File: config.mk
export PLATFORM = sky130hd
export DESIGN_NAME = uart_rx
export DESIGN_NICKNAME = d
export VERILOG_FILES = /design/src/rtl/uart_pkg.sv /design/src/rtl/uart_rx_sampler.sv /design/src/rtl/uart_rx.sv
export SDC_FILE = /design/constraint.sdc
export NUM_CORES = 1
export LEC_CHECK = 0
export ABC_AREA = 1
export CORE_MARGIN = 4
export CORE_UTILIZATION = 35
export DETAILED_ROUTE_END_ITERATION = 10
export MAX_ROUTING_LAYER = met4
export PLACE_DENSITY_LB_ADDON = 0.12
export SLEW_MARGIN = 10
export SYNTH_ARGS = -nofsm -noshare
export SYNTH_HDL_FRONTEND = slang
export SYNTH_SLANG_ARGS = --single-unit
File: constraint.sdc
create_clock -name CLK -period 2.19 [get_ports CLK]
set_input_delay 0.219 -clock CLK [delete_from_list [all_inputs] [get_ports CLK]]
set_output_delay 0.219 -clock CLK [all_outputs]
set_load 0.02 [all_outputs]
File: src/rtl/uart_pkg.sv
// Shared UART definitions: FSM state encoding, line-level constants and parity types.
// Used by both the RX and TX paths of the UART system.
package uart_pkg;

    typedef enum logic [2:0] {
        StIdle   = 3'd0,
        StStart  = 3'd1,
        StData   = 3'd2,
        StParity = 3'd3,
        StStop   = 3'd4
    } uart_state_e;

    typedef enum logic {
        ParEven = 1'b0,
        ParOdd  = 1'b1
    } par_type_e;

    localparam logic IDLE_BIT  = 1'b1;
    localparam logic START_BIT = 1'b0;
    localparam logic STOP_BIT  = 1'b1;

    function automatic logic majority3(input logic a, input logic b, input logic c);
        return (a & b) | (a & c) | (b & c);
    endfunction

endpackage

File: src/rtl/uart_rx_sampler.sv
// Per-bit edge counter and 3-sample majority vote around the bit centre.
// sampled_bit_o is stable from edge_cnt = P/2+2 until the next bit's first sample.
module uart_rx_sampler
    import uart_pkg::*;
#(
    parameter int unsigned PRESCALE_W = 6
) (
    input  logic                  clk_i,
    input  logic                  rst_i,
    input  logic                  rx_i,
    input  logic                  run_i,
    input  logic [PRESCALE_W-1:0] prescale_i,
    output logic                  sampled_bit_o,
    output logic                  bit_done_o
);

    logic [PRESCALE_W-1:0] edge_cnt_q;
    logic [PRESCALE_W-1:0] half;
    logic [2:0]            samples_q;

    assign half          = prescale_i >> 1;
    assign bit_done_o    = run_i && (edge_cnt_q == prescale_i - PRESCALE_W'(1));
    assign sampled_bit_o = majority3(samples_q[0], samples_q[1], samples_q[2]);

    always_ff @(posedge clk_i or posedge rst_i) begin
        if (rst_i) begin
            edge_cnt_q <= '0;
            samples_q  <= '0;
        end else begin
            // Counter parks at 0 while idle so a fresh start begins at edge_cnt = 0.
            if (!run_i || bit_done_o) begin
                edge_cnt_q <= '0;
            end else begin
                edge_cnt_q <= edge_cnt_q + PRESCALE_W'(1);
            end
            if (run_i) begin
                if (edge_cnt_q == half - PRESCALE_W'(1)) samples_q[0] <= rx_i;
                if (edge_cnt_q == half)                  samples_q[1] <= rx_i;
                if (edge_cnt_q == half + PRESCALE_W'(1)) samples_q[2] <= rx_i;
            end
        end
    end

endmodule

File: src/rtl/uart_rx.sv
// UART receiver: start/data/parity/stop FSM over an oversampling majority-vote sampler.
// Define UART_RX_SYNC_EN to pass RX_IN through a 2-flop synchronizer (adds 2 CLK latency).
module uart_rx
    import uart_pkg::*;
#(
    parameter int unsigned DATA_WIDTH = 8,
    parameter int unsigned PRESCALE_W = 6
) (
    input  logic                  CLK,
    input  logic                  RST,
    input  logic                  RX_IN,
    input  logic                  PAR_EN,
    input  logic                  PAR_TYP,
    input  logic [PRESCALE_W-1:0] Prescale,
    output logic [DATA_WIDTH-1:0] P_DATA,
    output logic                  Data_Valid,
    output logic                  Par_Err,
    output logic                  Stop_Err
);

    localparam int unsigned BitCntW = (DATA_WIDTH > 1) ? $clog2(DATA_WIDTH) : 1;

    logic                  rx_line;
    uart_state_e           state_q;
    logic [PRESCALE_W-1:0] prescale_q;
    logic [BitCntW-1:0]    bit_cnt_q;
    logic [DATA_WIDTH-1:0] shift_q;
    logic [DATA_WIDTH-1:0] p_data_q;
    logic                  data_valid_q;
    logic                  par_err_q;
    logic                  stop_err_q;
    logic                  sampled_bit;
    logic                  bit_done;
    logic                  start_det;
    logic                  par_exp;

`ifdef UART_RX_SYNC_EN
    logic [1:0] sync_q;

    always_ff @(posedge CLK or posedge RST) begin
        if (RST) begin
            sync_q <= {2{IDLE_BIT}};
        end else begin
            sync_q <= {sync_q[0], RX_IN};
        end
    end

    assign rx_line = sync_q[1];
`else
    assign rx_line = RX_IN;
`endif

    assign start_det = (rx_line == START_BIT);
    assign par_exp   = (^shift_q) ^ (par_type_e'(PAR_TYP) == ParOdd);

    uart_rx_sampler #(
        .PRESCALE_W (PRESCALE_W)
    ) u_sampler (
        .clk_i         (CLK),
        .rst_i         (RST),
        .rx_i          (rx_line),
        .run_i         (state_q != StIdle),
        .prescale_i    (prescale_q),
        .sampled_bit_o (sampled_bit),
        .bit_done_o    (bit_done)
    );

    always_ff @(posedge CLK or posedge RST) begin
        if (RST) begin
            state_q      <= StIdle;
            prescale_q   <= '0;
            bit_cnt_q    <= '0;
            shift_q      <= '0;
            p_data_q     <= '0;
            data_valid_q <= 1'b0;
            par_err_q    <= 1'b0;
            stop_err_q   <= 1'b0;
        end else begin
            data_valid_q <= 1'b0;
            case (state_q)
                StIdle: begin
                    if (start_det) begin
                        state_q    <= StStart;
                        prescale_q <= Prescale;
                        par_err_q  <= 1'b0;
                        stop_err_q <= 1'b0;
                    end
                end
                StStart: begin
                    if (bit_done) begin
                        bit_cnt_q <= '0;
                        state_q   <= (sampled_bit == IDLE_BIT) ? StIdle : StData;
                    end
                end
                StData: begin
                    if (bit_done) begin
                        shift_q <= DATA_WIDTH'({sampled_bit, shift_q} >> 1);
                        if (bit_cnt_q == BitCntW'(DATA_WIDTH - 1)) begin
                            state_q <= PAR_EN ? StParity : StStop;
                        end else begin
                            bit_cnt_q <= bit_cnt_q + BitCntW'(1);
                        end
                    end
                end
                StParity: begin
                    if (bit_done) begin
                        par_err_q <= (sampled_bit != par_exp);
                        state_q   <= StStop;
                    end
                end
                StStop: begin
                    if (bit_done) begin
                        stop_err_q <= (sampled_bit != STOP_BIT);
                        if (sampled_bit == STOP_BIT && !par_err_q) begin
                            p_data_q     <= shift_q;
                            data_valid_q <= 1'b1;
                        end
                        // Back-to-back frame: the next start bit clears the flags just set.
                        if (start_det) begin
                            state_q    <= StStart;
                            prescale_q <= Prescale;
                            par_err_q  <= 1'b0;
                            stop_err_q <= 1'b0;
                        end else begin
                            state_q <= StIdle;
                        end
                    end
                end
                default: state_q <= StIdle;
            endcase
        end
    end

    assign P_DATA     = p_data_q;
    assign Data_Valid = data_valid_q;
    assign Par_Err    = par_err_q;
    assign Stop_Err   = stop_err_q;

endmodule
==> summary.txt, run 1 <==
Routing
  – DR DRC count: 0
  – Wire per inst: 12.3 µm
  – Pre-antenna DRT Iters: 4
  – Drt total wl: 5.00 mm
  – Routed Antenna Nets: 0
  – DR vias: 1893
  – DR vias/cell: 4.65
  – DRT iter0 DRCs: 56

Timing
  – Setup Skew: 0.00548 ns
  – Final hold violations: 0
  – Fin crit period: 2.00 ns
  – Final Cycle Share: 91.3%
  – Final hold slack: 0.210 ns
  – RSZ-0062 raised after global routing: false
  – Worst-Margin Slew: 0.559 ns
  – Max_slew headroom: 62.5%
  – Final setup TNS: 0 ns
  – Final setup violation count: 0
  – Slew Viols, Final: 0
  – Fmax: 500 MHz

Global route
  – GR Layer Usage met3: 3.07%
  – M1 GR Usage: 17.2%
  – Pin count of the biggest net entering global routing: 17
  – Number of global-route vias before repair: 1881
  – Initial antenna violation count: 0
  – Global route overflow: 0
  – GRT Total Usage: 13.4%
  – Top Usage Layer GRT: met2
  – Met2 Use GR: 20.9%
  – First-pass GRT wire length: 8.79 mm

Die
  – Chip Height: 91.3 µm
  – Initial Utilization: 35.9%
  – Core box area: 6760 µm²
  – Die width: 91.3 µm
  – Row cnt: 30
  – Die ar.: 8330 µm²
  – I/O pins: 22

Min path
  – Hold Path Class: in -> async

Clocking
  – CTS Buffer Depth: 2
  – Postcts setup bufs: 0
  – Clock-pin transition on the worst setup and hold timing paths: 0.08 ns
  – Clock tree sinks: 40
  – CTS tree: built
  – Hold-fix buffers, CTS: 0
  – CTS buffer count: 5
  – Clock Latency Late Sink: 0.29 ns
  – CTS resizes: 0
  – CTS HTree Levels: 2
  – CTS Root Cell: clkbuf_8

Critical path
  – Crit path kind: reg -> reg
  – CP Max Fanout: 16
  – Critical Path RT: 2.38 ns
  – WP buf/inv: 3
  – Worst path top cell family by delay: simple AND/OR/NAND/NOR gates
  – Critical path endpoint category: flop
  – Cell Chain, Critical Path: inv_1, ha_1, or2_2, nand4_1, nor2_4, nand2_4, inv_4, nand2_4, inv_1, nand2_1, nand2_1
  – Startpoint Class: flop
  – CP max stage cell: dfrtp_1
  – R2R cell count: 11
  – WP data arrival: 2.19 ns
  – Max stage delay on crit path: 0.46 ns
  – WP depth: 11

Final layout
  – Layout cells sized above 1: 14.4%
  – Final nets: 344
  – Synth-to-Final Area Change: 16.5%
  – Antenna Cells: 0

Power and ir drop
  – Leak Pwr: 1.38 nW
  – PwrDens: 510 nW/µm²
  – VDD IR max: 0.299 mV

Synth
  – Synth top area cells: dfrtp_1, nand2_1, o21ai_2, inv_1, xor2_1
  – Post-synth EDFFs: 0
  – Synth Net Count: 319
  – Sequential area share after synthesis: 41.3%
  – Most used flip-flop cell after synthesis: dfrtp_1
  – Distinct cell type count after synthesis: 29
  – Synth top area share: 41.3%
  – Yosys top cell by area: dfrtp_1
  – Synthesized flop and latch total: 40
  – Mean Syn Cell Area: 8.06 µm²
  – Mapped cell area: 2430 µm²
  – Most frequent cell after synthesis: nand2_1
  – Synth warn: 0
  – Mapped Cells: 301
  – Commonest cells post-synth: nand2_1, dfrtp_1, inv_1
  – Synth async-reset ratio: 100%

Placed design
  – Port-buffer cells: 21
  – Gpl congestion: 0.901
  – Detailed Place HPWL: 3.89 mm

Status
  – Status: completed

Flow run
  – Max-cap violations: 0
==> cell families after synthesis <==
group | count (synthesis) | synth area share (%)
adders and majority gates | 7 | 3.61
DFF | 40 | 41.3
buffers and inverters | 43 | 8.25
and+or+nand+nor | 153 | 28.7
xor gates and xnor gates | 18 | 6.50
AOI/OAI and AO/OA | 40 | 11.7
==> layout by cell type (no fill, tap or decap), drive strengths merged <==
cell type      instances
clkbuf                 6
o22ai                  1
clkdlybuf4s50         21
o21ai                 26
o21a                   8
clkinv                 2
dfrtp                 40
nor3b                  3
nor2                  24
nand2                 99
a21oi                  4
xor2                  11
buf                    2
nor3                   2
nand3                 17
a211oi                 1
xnor2                  7
inv                   37
nand4                  6
or2                    1
bufinv                 1
ha                     7
nor4                   1
==> registers in the layout (all words and copies together) (netlist names) <==
register              count
Par_Err                   1
u_sampler.samples_q       3
shift_q                   8
Data_Valid                1
P_DATA                    8
bit_cnt_q                 3
prescale_q                6
u_sampler.edge_cnt_q      6
state_q                   3
Stop_Err                  1
==> power by group <==
part           leakage [nW]  switching [mW]  internal, mW  total, mW
combinational         0.825          0.0305        0.0239     0.0543
clock                0.0614           0.271         0.373      0.644
sequential            0.496         0.00235         0.741      0.743
==> layout make-up <==
type                    count  area [µm²]
multi-input cells         218        1230
well taps                  80         100
repair buffers             23         225
clock buffers               6        82.6
flip-flops and latches     40        1000
fillers                   708        3930
clock inverters             2        38.8
inverters                  38         148
==> metrics by stage <==
step	area, µm²	util [%]	worst slack [ns]	power (mW)	cells
floorplan	2430	-	0.391	0.782	301
global placement	2700	39.9	0.125	0.814	399
detailed placement	2700	39.9	0.152	0.814	399
CTS	2820	41.7	0.129	1.48	407
global route	2830	41.8	0.0499	1.52	407
finish	2830	41.8	0.190	1.44	407
==> final timing paths <==
| path | startpoint | end | slack (ns) |
|---|---|---|---|
| max in group asynchronous | RST | bit_cnt_q[0]$_DFFE_PP0P_ | 1.44 |
| min in group CLK | bit_cnt_q[0]$_DFFE_PP0P_ | bit_cnt_q[0]$_DFFE_PP0P_ | 0.49 |
| worst min-delay path | RST | u_sampler.edge_cnt_q[2]$_DFF_PP0_ | 0.21 |
| worst max-delay path | prescale_q[1]$_DFFE_PP0P_ | P_DATA[0]$_DFFE_PP0P_ | 0.19 |
| worst min register to register | bit_cnt_q[0]$_DFFE_PP0P_ | bit_cnt_q[0]$_DFFE_PP0P_ | 0.49 |
| worst max register to register | prescale_q[1]$_DFFE_PP0P_ | P_DATA[0]$_DFFE_PP0P_ | 0.19 |
==> per-layer routing <==
layer / part of all wire [%] / vias up
li1: - / 1000
met1: 49 / 863
met2: 47 / 24
met3: 2.7 / 6
met4: 1.2 / 0
met5: 0 / -
(Power assumes the default switching activity.)
==> inputs of run 2 (changes only) <==
--- a/config.mk
+++ b/config.mk
@@ -9,7 +9,6 @@
 export CORE_MARGIN = 4
 export CORE_UTILIZATION = 35
 export DETAILED_ROUTE_END_ITERATION = 10
-export MAX_ROUTING_LAYER = met4
 export PLACE_DENSITY_LB_ADDON = 0.12
 export SLEW_MARGIN = 10
 export SYNTH_ARGS = -nofsm -noshare
==> run 2 against run 1 <==
Against the previous run:
- cell count is the same
- maximum frequency is essentially flat
- design area is the same
- routed wire length shrank 0.24%
- core utilization is the same
- die area is the same
- global-route usage shrank 0.37 points
- clock skew is essentially flat
- largest cell class unchanged
- via count grew 0.11%
- clock-buffer cell count is the same
==> summary.txt, run 2 (same netlist as run 1, synthesis figures left out) <==
Power and ir drop
  – PwrDens: 510 nW/µm² (about the same)
  – Sw Share: 21.1% (about the same)
  – Power Internal: 1.14 mW (about the same)
  – VDD IR max: 0.299 mV (about the same)
  – Combinational share of power: 3.8% (about the same)
  – Leak Pwr: 1.38 nW (unchanged)
  – Net Switching: 0.304 mW (about the same)
  – Share of power burned in registers: 51.5% (about the same)
  – Clock share of power: 44.7% (about the same)

Clocking
  – CTS Root Cell: clkbuf_8
  – Clock tree sinks: 40 (unchanged)
  – CTS Buffer Depth: 2 (unchanged)
  – Clock Latency Late Sink: 0.29 ns (about the same)
  – CTS tree: built
  – CTS HTree Levels: 2 (unchanged)
  – Clock-pin transition on the worst setup and hold timing paths: 0.08 ns (about the same)
  – CTS buffer count: 5 (unchanged)
  – Postcts setup bufs: 0 (unchanged)

Global route
  – Global route overflow: 0 (unchanged)
  – Pin count of the biggest net entering global routing: 17 (unchanged)
  – Initial antenna violation count: 0 (unchanged)
  – Number of global-route vias before repair: 1880 (-0.053%)
  – First-pass GRT wire length: 8.80 mm (about the same)
  – GRT Total Usage: 13.0% (-0.37 points)

Critical path
  – WP data arrival: 2.19 ns (about the same)
  – CP max stage cell: dfrtp_1
  – WP depth: 11 (unchanged)
  – Critical path endpoint category: flop
  – CP Max Fanout: 16 (unchanged)
  – R2R cell count: 11 (unchanged)
  – Crit path kind: reg -> reg
  – Worst path top cell family by delay: simple AND/OR/NAND/NOR gates
  – Startpoint Class: flop
  – WP buf/inv: 3 (unchanged)
  – Cell Chain, Critical Path: inv_1, ha_1, or2_2, nand4_1, nor2_4, nand2_4, inv_4, nand2_4, inv_1, nand2_1, nand2_1
  – Critical Path RT: 2.38 ns (about the same)
  – Max stage delay on crit path: 0.46 ns (about the same)

Die
  – Core box area: 6760 µm² (unchanged)
  – Die ar.: 8330 µm² (unchanged)
  – Row cnt: 30 (unchanged)
  – Initial Utilization: 35.9% (unchanged)
  – Chip Height: 91.3 µm (unchanged)
  – I/O pins: 22 (unchanged)
  – Die width: 91.3 µm (unchanged)

Final layout
  – Synth-to-Final Area Change: 16.5% (unchanged)
  – Post-route design area: 2830 µm² (unchanged)
  – Layout cells sized above 1: 14.4% (unchanged)
  – Commonest non-fill, non-tap cell in the layout: nand2_1
  – Most frequent cells in the layout: nand2_1, dfrtp_1, inv_1, nor2_1, clkdlybuf4s50_1
  – Final nets: 344 (unchanged)
  – Fin util: 41.8% (unchanged)
  – Antenna Cells: 0 (unchanged)

Placed design
  – Port-buffer cells: 21 (unchanged)
  – Gpl congestion: 0.887 (-1.6%)
  – Detailed Place HPWL: 3.89 mm (unchanged)
  – Placed Area: 2700 µm² (unchanged)

Routing
  – Drt total wl: 4.99 mm (-0.24%)
  – Routed Antenna Nets: 0 (unchanged)
  – DR DRC count: 0 (unchanged)
  – Pre-antenna DRT Iters: 4 (unchanged)
  – Wire per inst: 12.2 µm (-0.24%)
  – DRT iter0 DRCs: 56 (unchanged)
  – DR vias: 1895 (+0.11%)
  – DR vias/cell: 4.66 (+0.11%)

Timing
  – Setup Skew: 0.00564 ns (+0.000163 ns)
  – Final hold violations: 0 (unchanged)
  – Final setup violation count: 0 (unchanged)
  – Max_slew headroom: 62.5% (unchanged)
  – Slew Viols, Final: 0 (unchanged)
  – Final Cycle Share: 91.3% (about the same)
  – Fmax: 500 MHz (about the same)
  – Final setup TNS: 0 ns (unchanged)
  – Worst-Margin Slew: 0.559 ns (unchanged)
  – Fin crit period: 2.00 ns (+0.000142 ns)
  – RSZ-0062 raised after global routing: false

Min path
  – Hold Path Class: in -> async

Status
  – Status: completed

Flow run
  – Max-cap violations: 0 (unchanged)
## run 2: cell counts in the layout (fill, tap and decap cells not counted)
No cell type changed its count.
## run 2: metrics by stage
step,hold WS (ns),total power [mW],setup WS [ns],instances
floorplan,0.350,0.782,0.391,301
global placement,0.471,0.814,0.125,399
detailed placement,0.470,0.814,0.152,399
CTS,0.216,1.48,0.129,407
global route,0.234,1.52,0.0499,407
finish,0.210,1.44,0.190,407
## run 2: worst paths after layout
kind / start / endpoint / slack, ns
setup / recovery: prescale_q[1]$_DFFE_PP0P_ / P_DATA[0]$_DFFE_PP0P_ / 0.19
hold / removal: RST / u_sampler.edge_cnt_q[2]$_DFF_PP0_ / 0.21
setup reg to reg: prescale_q[1]$_DFFE_PP0P_ / P_DATA[0]$_DFFE_PP0P_ / 0.19
hold reg to reg: bit_cnt_q[0]$_DFFE_PP0P_ / bit_cnt_q[0]$_DFFE_PP0P_ / 0.49
max in group asynchronous: RST / bit_cnt_q[0]$_DFFE_PP0P_ / 1.44
min in group CLK: bit_cnt_q[0]$_DFFE_PP0P_ / bit_cnt_q[0]$_DFFE_PP0P_ / 0.49
## run 2: area by class of cell
class | instances | area [µm²]
Clock buffer | 6 | 82.6
Clock inverter | 2 | 38.8
Fill cell | 708 | 3930
Inverter | 38 | 148
Multi-Input combinational cell | 218 | 1230
Sequential cell | 40 | 1000
Tap cell | 80 | 100
Timing Repair Buffer | 23 | 225
## run 2: repair_timing
action | in CTS | in global routing
gates resized for setup | 0 | 1
endpoints found under the setup margin | 0 | 5
hold buffers | 0 | 0
## run 2: metal layers
layer,wire [µm],GRT usage (%)
met4,76,4.65
met2,2330,20.9
met3,140,3.07
met1,2440,17.2
met5,0,0
## run 2: power by group through the flow
stage / logic [mW] / registers (mW) / clock network, mW
after floorplan: 0.0243 / 0.757 / 0
after global placement: 0.0563 / 0.758 / 0
after detailed placement: 0.0560 / 0.758 / 0
after CTS: 0.0562 / 0.743 / 0.679
after global routing: 0.0624 / 0.744 / 0.709
final: 0.0543 / 0.743 / 0.644
## run 2: worst register-to-register path, delay by kind of cell, from the launching register on
family                   cells  cell delay, ns
buffers and inverters        3            0.28
flip-flops                   1            0.46
AND/OR/NAND/NOR              7            0.84
adder cells (fa/ha/maj)      1            0.30
